--- src/rtl/muldiv_sequencer.sv ---
// ---------------------------------------------------------------------------
// muldiv_sequencer
//   Multi-cycle unsigned multiply / divide unit that sits beside the ALU in EX.
//   It runs one shift-add multiply or one restoring divide, one bit per clock,
//   and holds the pipeline through stall while it works. hi/lo feed mfhi/mflo.
//
// Ports
//   clk          rising-edge clock
//   reset_n      asynchronous active-low reset
//   start        request strobe (see handshake below)
//   op           0 = multiply, 1 = divide (both unsigned)
//   a            multiplicand / dividend
//   b            multiplier / divisor
//   busy         high while an operation iterates (RUN)
//   stall        same as busy, for the pipeline freeze
//   done         one-cycle pulse: hi/lo/div_by_zero are valid
//   hi           mult: product[2W-1:W]   div: remainder
//   lo           mult: product[W-1:0]    div: quotient
//   div_by_zero  set with done for a divide by 0; held until next accepted start
//   state_dbg    current FSM state (0 IDLE, 1 RUN, 2 DONE)
//
// Handshake: start is a request that is accepted on any rising edge where the
//   unit is in IDLE or DONE; a, b and op are captured on that same edge. While
//   busy is high, start and the operand inputs are ignored. done marks the one
//   cycle in which a new result has just been written to hi/lo; holding start
//   through that cycle issues the next operation back-to-back.
// ---------------------------------------------------------------------------
module muldiv_sequencer #(
    parameter int WIDTH = 32
) (
    input  logic             clk,
    input  logic             reset_n,
    input  logic             start,
    input  logic             op,
    input  logic [WIDTH-1:0] a,
    input  logic [WIDTH-1:0] b,
    output logic             busy,
    output logic             stall,
    output logic             done,
    output logic [WIDTH-1:0] hi,
    output logic [WIDTH-1:0] lo,
    output logic             div_by_zero,
    output logic [1:0]       state_dbg
);

    localparam int CW = $clog2(WIDTH) + 1;

    typedef enum logic [1:0] {
        S_IDLE = 2'd0,
        S_RUN  = 2'd1,
        S_DONE = 2'd2
    } state_t;

    state_t state;
    state_t state_nxt;

    // Work registers: operands captured at start, iteration counter, and the
    // per-operation accumulators. None of these are visible on hi/lo.
    logic             op_r;
    logic [WIDTH-1:0] a_r;
    logic [WIDTH-1:0] b_r;
    logic [CW-1:0]    count;
    logic [2*WIDTH-1:0] prod;   // upper half accumulates, lower half holds the multiplier
    logic [WIDTH-1:0] rem;      // partial remainder (always < divisor between steps)
    logic [WIDTH-1:0] quo;      // dividend shifts out the top, quotient bits shift in

    logic accept;
    logic div0;
    logic last_iter;

    // start is only meaningful when not iterating; gating here also keeps
    // undriven op/a/b from having any effect while start is low.
    assign accept    = start && ((state == S_IDLE) || (state == S_DONE));
    assign div0      = op && (b == '0);
    assign last_iter = (state == S_RUN) && (count == CW'(1));

    // ------------------------------------------------------------------
    // One iteration of each algorithm, computed combinationally.
    // ------------------------------------------------------------------
    logic [WIDTH:0]     mul_sum;
    logic [2*WIDTH-1:0] prod_step;
    logic [WIDTH:0]     rem_shift;   // the W+1-bit partial remainder before trial subtract
    logic               rem_ge;
    logic [WIDTH-1:0]   rem_diff;
    logic [WIDTH-1:0]   rem_step;
    logic [WIDTH-1:0]   quo_step;

    always_comb begin
        // Shift-add: add the multiplicand into the upper half when the current
        // multiplier LSB is 1, then shift the whole accumulator right. The carry
        // out of the add lands in the top bit, so nothing is truncated.
        mul_sum   = {1'b0, prod[2*WIDTH-1:WIDTH]} + (prod[0] ? {1'b0, a_r} : '0);
        prod_step = {mul_sum, prod[WIDTH-1:1]};

        // Restoring divide: bring down the next dividend bit, subtract the
        // divisor if it fits. When it fits the true difference is < 2^W, so
        // the W-bit modular subtraction is exact.
        rem_shift = {rem, quo[WIDTH-1]};
        rem_ge    = (rem_shift >= {1'b0, b_r});
        rem_diff  = rem_shift[WIDTH-1:0] - b_r;
        if (rem_ge) begin
            rem_step = rem_diff;
            quo_step = {quo[WIDTH-2:0], 1'b1};
        end else begin
            rem_step = rem_shift[WIDTH-1:0];
            quo_step = {quo[WIDTH-2:0], 1'b0};
        end
    end

    // ------------------------------------------------------------------
    // FSM: state register
    // ------------------------------------------------------------------
    always_ff @(posedge clk or negedge reset_n) begin
        if (!reset_n) begin
            state <= S_IDLE;
        end else begin
            state <= state_nxt;
        end
    end

    // ------------------------------------------------------------------
    // FSM: next-state logic
    // ------------------------------------------------------------------
    always_comb begin
        state_nxt = state;
        case (state)
            S_IDLE, S_DONE: begin
                if (accept) begin
                    // Divide by zero has no iterations; the result is known now.
                    state_nxt = div0 ? S_DONE : S_RUN;
                end else begin
                    state_nxt = S_IDLE;
                end
            end
            S_RUN: begin
                if (count == CW'(1)) begin
                    state_nxt = S_DONE;
                end
            end
            default: state_nxt = S_IDLE;
        endcase
    end

    // ------------------------------------------------------------------
    // FSM: outputs decoded from state
    // ------------------------------------------------------------------
    always_comb begin
        busy      = (state == S_RUN);
        stall     = (state == S_RUN);
        done      = (state == S_DONE);
        state_dbg = state;
    end

    // ------------------------------------------------------------------
    // Datapath and result registers
    // ------------------------------------------------------------------
    always_ff @(posedge clk or negedge reset_n) begin
        if (!reset_n) begin
            op_r        <= 1'b0;
            a_r         <= '0;
            b_r         <= '0;
            count       <= '0;
            prod        <= '0;
            rem         <= '0;
            quo         <= '0;
            hi          <= '0;
            lo          <= '0;
            div_by_zero <= 1'b0;
        end else begin
            if (accept) begin
                op_r        <= op;
                a_r         <= a;
                b_r         <= b;
                count       <= CW'(WIDTH);
                prod        <= {{WIDTH{1'b0}}, b};
                rem         <= '0;
                quo         <= a;
                div_by_zero <= div0;
                if (div0) begin
                    hi <= a;
                    lo <= '1;
                end
            end else if (state == S_RUN) begin
                count <= count - CW'(1);
                if (op_r) begin
                    rem <= rem_step;
                    quo <= quo_step;
                end else begin
                    prod <= prod_step;
                end
                // Results are published only on the edge that enters DONE,
                // straight from the final iteration's value.
                if (last_iter) begin
                    hi <= op_r ? rem_step : prod_step[2*WIDTH-1:WIDTH];
                    lo <= op_r ? quo_step : prod_step[WIDTH-1:0];
                end
            end
        end
    end

endmodule

--- config.mk ---
export PLATFORM = sky130hd
export DESIGN_NAME = muldiv_sequencer
export DESIGN_NICKNAME = d
export VERILOG_FILES = /design/src/rtl/muldiv_sequencer.sv
export SDC_FILE = /design/constraint.sdc
export NUM_CORES = 1
export LEC_CHECK = 0
export ABC_CLOCK_PERIOD_IN_PS = 7260
export CORE_MARGIN = 5
export CORE_UTILIZATION = 45
export DETAILED_ROUTE_END_ITERATION = 10
export DONT_BUFFER_PORTS = 1
export GPL_ROUTABILITY_DRIVEN = 1
export GPL_TIMING_DRIVEN = 0
export PLACE_DENSITY = 0.58
export SETUP_SLACK_MARGIN = 0.05
export SLEW_MARGIN = 10
export SYNTH_ARGS = -nofsm -noshare
export SYNTH_HDL_FRONTEND = slang
export SYNTH_SLANG_ARGS = --single-unit
--- constraint.sdc ---
create_clock -name clk -period 7.26 [get_ports clk]
set_input_delay 1.089 -clock clk [delete_from_list [all_inputs] [get_ports clk]]
set_output_delay 1.089 -clock clk [all_outputs]
set_load 0.05 [all_outputs]
==> metrics.txt <==
# TYPE chip_impl_metric gauge
chip_impl_info{name="run_status",value="completed"} 1
chip_impl_metric{name="synth.lib_cells_used.distinct",unit=""} 74
chip_impl_metric{name="finalCritPeriodShare",unit="%"} 61.2
chip_impl_metric{name="drt-total-wl",unit="µm"} 55600
chip_impl_metric{name="ys_warn_count",unit=""} 0
chip_impl_metric{name="routability_congestion_estimate_from_global_placement",unit=""} 0.906
chip_impl_metric{name="initialDrtViolationCount",unit=""} 1232
chip_impl_metric{name="final_layout_size_suffix_gt1_share",unit="%"} 4.74
chip_impl_metric{name="cp_data_arrival_time",unit="ps"} 4860
chip_impl_metric{name="timing.final.max_slew_violations",unit=""} 0
chip_impl_info{name="synth-main-ff-cell",value="sky130_fd_sc_hd__dfrtp_1"} 1
chip_impl_metric{name="required",unit="ps"} 7670
chip_impl_metric{name="postSynthRegisterBits",unit=""} 266
chip_impl_info{name="clk_root_buffer_cell",value="sky130_fd_sc_hd__clkbuf_16"} 1
chip_impl_metric{name="io_pins",unit=""} 138
chip_impl_metric{name="cts_resized",unit=""} 0
chip_impl_metric{name="largest_net_degree_at_the_start_of_global_routing",unit=""} 267
chip_impl_metric{name="antenna_found_initial",unit=""} 4
chip_impl_metric{name="post_synth.cell_area_avg",unit="µm²"} 8.89
chip_impl_metric{name="flow.area_growth_from_synthesis",unit="%"} 10.2
chip_impl_info{name="timing.critical_path.from_type",value="flop"} 1
chip_impl_metric{name="globalRouteMet2Util",unit="%"} 45.6
chip_impl_metric{name="drt_pass1_iterations",unit=""} 6
chip_impl_metric{name="cts-buffers-inserted",unit=""} 31
chip_impl_metric{name="detail_route.drc_violations",unit=""} 0
chip_impl_metric{name="worst-path-max-fanout",unit=""} 10
chip_impl_info{name="crit_start",value="rem[26]$_DFFE_PN0P_"} 1
chip_impl_metric{name="setup_tns",unit="ps"} 0
chip_impl_info{name="hold_path.class",value="primary input to async pin"} 1
chip_impl_metric{name="clock_tree.htree_level_count",unit=""} 1
chip_impl_metric{name="mappedNetlistArea",unit="µm²"} 15300
chip_impl_metric{name="final_nets",unit=""} 1888
chip_impl_metric{name="global_route_wire_length_before_repair",unit="µm"} 84200
chip_impl_metric{name="via_count",unit=""} 13400
chip_impl_metric{name="post_synth_inst_count",unit=""} 1719
chip_impl_metric{name="first_global_vias",unit=""} 13200
chip_impl_metric{name="numClockSinks",unit=""} 266
chip_impl_metric{name="synthesis.nets",unit=""} 1855
chip_impl_metric{name="max_cap_viol",unit=""} 0
chip_impl_metric{name="n_fill_cell",unit=""} 3258
chip_impl_metric{name="port-buffer-count",unit=""} 0
chip_impl_info{name="type_of_the_setup_path_with_the_least_slack",value="flop to flop"} 1
chip_impl_metric{name="worstMarginPinSlew",unit="ps"} 996
chip_impl_metric{name="postRouteAntennaNets",unit=""} 0
chip_impl_metric{name="fmax",unit="MHz"} 225
chip_impl_info{name="worst_setup_end_kind",value="flop"} 1
chip_impl_metric{name="hpwl",unit="µm"} 42700
chip_impl_metric{name="final-setup-viol-count",unit=""} 0
chip_impl_metric{name="placementRows",unit=""} 67
chip_impl_info{name="critical_register_to_register_path_startpoint",value="rem[26]$_DFFE_PN0P_"} 1
chip_impl_metric{name="seq_area_frac_synth",unit="%"} 43.6
chip_impl_metric{name="final_cells",unit=""} 2222
chip_impl_metric{name="number_of_placed_instances_taps_included",unit=""} 2167
chip_impl_metric{name="fp.dieArea",unit="µm²"} 37700
chip_impl_metric{name="globalRouteOverflowTotal",unit=""} 0
chip_impl_info{name="setup_repair_after_global_routing_missed_its_margin",value="no"} 1
chip_impl_metric{name="finalWorstPathRequiredPeriod",unit="ps"} 4440
chip_impl_metric{name="floorplan.initialDensity",unit="%"} 45.6
chip_impl_metric{name="asyncSetResetFlopFracSynth",unit="%"} 100
chip_impl_metric{name="drt-vias-per-instance",unit=""} 6.05
chip_impl_metric{name="fp.dieW",unit="µm"} 194
chip_impl_metric{name="floorplan.core_area",unit="µm²"} 33500
chip_impl_info{name="grt.busiest_layer",value="met2"} 1
chip_impl_metric{name="cts_post_setup_buffers_inserted",unit=""} 0
chip_impl_metric{name="report.final.hold_viol_count",unit=""} 0
chip_impl_metric{name="worst_slew_slack_as_a_fraction_of_its_limit",unit="%"} 33.6
chip_impl_metric{name="cts_hold_buffers",unit=""} 0
chip_impl_metric{name="gr-usage-all-layers",unit="%"} 28.8
chip_impl_metric{name="clk_latency",unit="ps"} 570
chip_impl_metric{name="chipHeight",unit="µm"} 194
chip_impl_metric{name="synth_enable_flop_cells",unit=""} 0
chip_impl_metric{name="clockBufferDepth",unit=""} 3
chip_impl_metric{name="timing.hold.ws",unit="ps"} 221
chip_impl_metric{name="grt.met3_usage",unit="%"} 6.71
chip_impl_metric{name="worst-r2r-cell-count",unit=""} 11
chip_impl_info{name="clock_tree_from_tritoncts",value="done"} 1
chip_impl_metric{name="cts.reportedPaths.clkPinSlew",unit="ps"} 60
chip_impl_metric{name="route.detailed.wl_per_inst",unit="µm"} 25.0
chip_impl_metric{name="clock_skew",unit="ps"} 22.5
chip_impl_metric{name="gr-usage-met1",unit="%"} 39.6
## critical path, cell delays in order, from the launching register on
cell and delay (ps):
sky130_fd_sc_hd__dfrtp_1 400, sky130_fd_sc_hd__ha_1 270, sky130_fd_sc_hd__clkbuf_1 330, sky130_fd_sc_hd__nand2_1 210, sky130_fd_sc_hd__nor4_1 720, sky130_fd_sc_hd__nand3_1 250
sky130_fd_sc_hd__nor3_1 570, sky130_fd_sc_hd__o31a_1 350, sky130_fd_sc_hd__nor2_2 80, sky130_fd_sc_hd__buf_4 200, sky130_fd_sc_hd__a211oi_1 730, sky130_fd_sc_hd__o21ai_0 190
## layout by cell type, fill, tap and decap left out, drive strengths merged, types with 12 or more instances in the layout
master	instances
and3	22
inv	57
ha	66
o211ai	12
a31oi	41
nand3	88
nor2	112
xnor2	32
a21o	32
nor3	13
a211oi	30
mux2i	92
buf	22
clkbuf	124
xor2	22
and2	38
dfrtp	266
a21oi	126
nand2	229
nand2b	14
o21ai	201
## flip-flops by register name, summed over array words and instances, names as in the netlist
register,cells
a_r,32
div_by_zero,1
count,6
quo,32
rem,32
b_r,32
lo,32
prod,64
hi,32
state_dbg,2
op_r,1
## per-layer routing
layer	part of all wire [%]	up-vias	routed length (µm)
met3	8.4	102	4690
met5	0.077	-	43
li1	-	6178	-
met2	46	494	25300
met1	43	6657	23700
met4	3.4	6	1920
## Yosys cell counts (32+ instances only)
| cell type | instances | share of area (%) |
|---|---|---|
| sky130_fd_sc_hd__a21oi_1 | 124 | 4.1 |
| sky130_fd_sc_hd__a31oi_1 | 41 | 1.7 |
| sky130_fd_sc_hd__dfrtp_1 | 266 | 44 |
| sky130_fd_sc_hd__ha_1 | 66 | 5.4 |
| sky130_fd_sc_hd__and2_1 | 38 | 1.6 |
| sky130_fd_sc_hd__mux2i_1 | 92 | 6.0 |
| sky130_fd_sc_hd__a21o_1 | 32 | 1.6 |
| sky130_fd_sc_hd__nor2_1 | 111 | 2.7 |
| sky130_fd_sc_hd__clkbuf_1 | 79 | 1.9 |
| sky130_fd_sc_hd__xnor2_1 | 32 | 1.8 |
| sky130_fd_sc_hd__nand2_1 | 228 | 5.6 |
| sky130_fd_sc_hd__o21ai_0 | 184 | 6.0 |
| sky130_fd_sc_hd__nand3_1 | 88 | 2.9 |
| sky130_fd_sc_hd__inv_1 | 55 | 1.4 |
## path summary, 6_finish.rpt
path | endpoint | slack [ps]
setup / recovery | hi[18]$_DFFE_PN0P_ | 2820
hold / removal | lo[15]$_DFFE_PN0P_ | 220
setup reg to reg | hi[18]$_DFFE_PN0P_ | 2820
hold reg to reg | a_r[2]$_DFFE_PN0P_ | 470
max in group asynchronous | lo[29]$_DFFE_PN0P_ | 6520
min in group clk | a_r[2]$_DFFE_PN0P_ | 470
## layout make-up
| class | instances | area [µm²] | area share, % |
|---|---|---|---|
| sequential | 266 | 6660 | 39.5 |
| clock inverter | 8 | 98.8 | 0.587 |
| tap | 448 | 561 | 3.33 |
| clock buffer | 45 | 898 | 5.33 |
| antenna | 2 | 5.00 | 0.0297 |
| inverter | 57 | 214 | 1.27 |
| multi-input combinational | 1295 | 7990 | 47.5 |
| buffer | 101 | 415 | 2.47 |
## stage by stage
step | utilization (%) | setup WS (ps) | instance area [µm²]
floorplan | - | 4200 | 15300
global placement | 47.2 | 2880 | 15800
detailed placement | 47.2 | 2860 | 15800
CTS | 50.2 | 2850 | 16800
global route | 50.2 | 2590 | 16800
finish | 50.2 | 2820 | 16800
## cells by family after synthesis
kind of cell               share of synthesized area [%]
buffers and inverters                               4.12
DFF                                                 43.6
xor gates and xnor gates                            3.10
muxes                                               6.10
and+or+nand+nor                                     16.8
adders and majority gates                           5.67
AOI/OAI and AO/OA                                   20.7
Power is not shown: default switching activity piles up to over one toggle a cycle in this logic, so the estimate is an artifact.
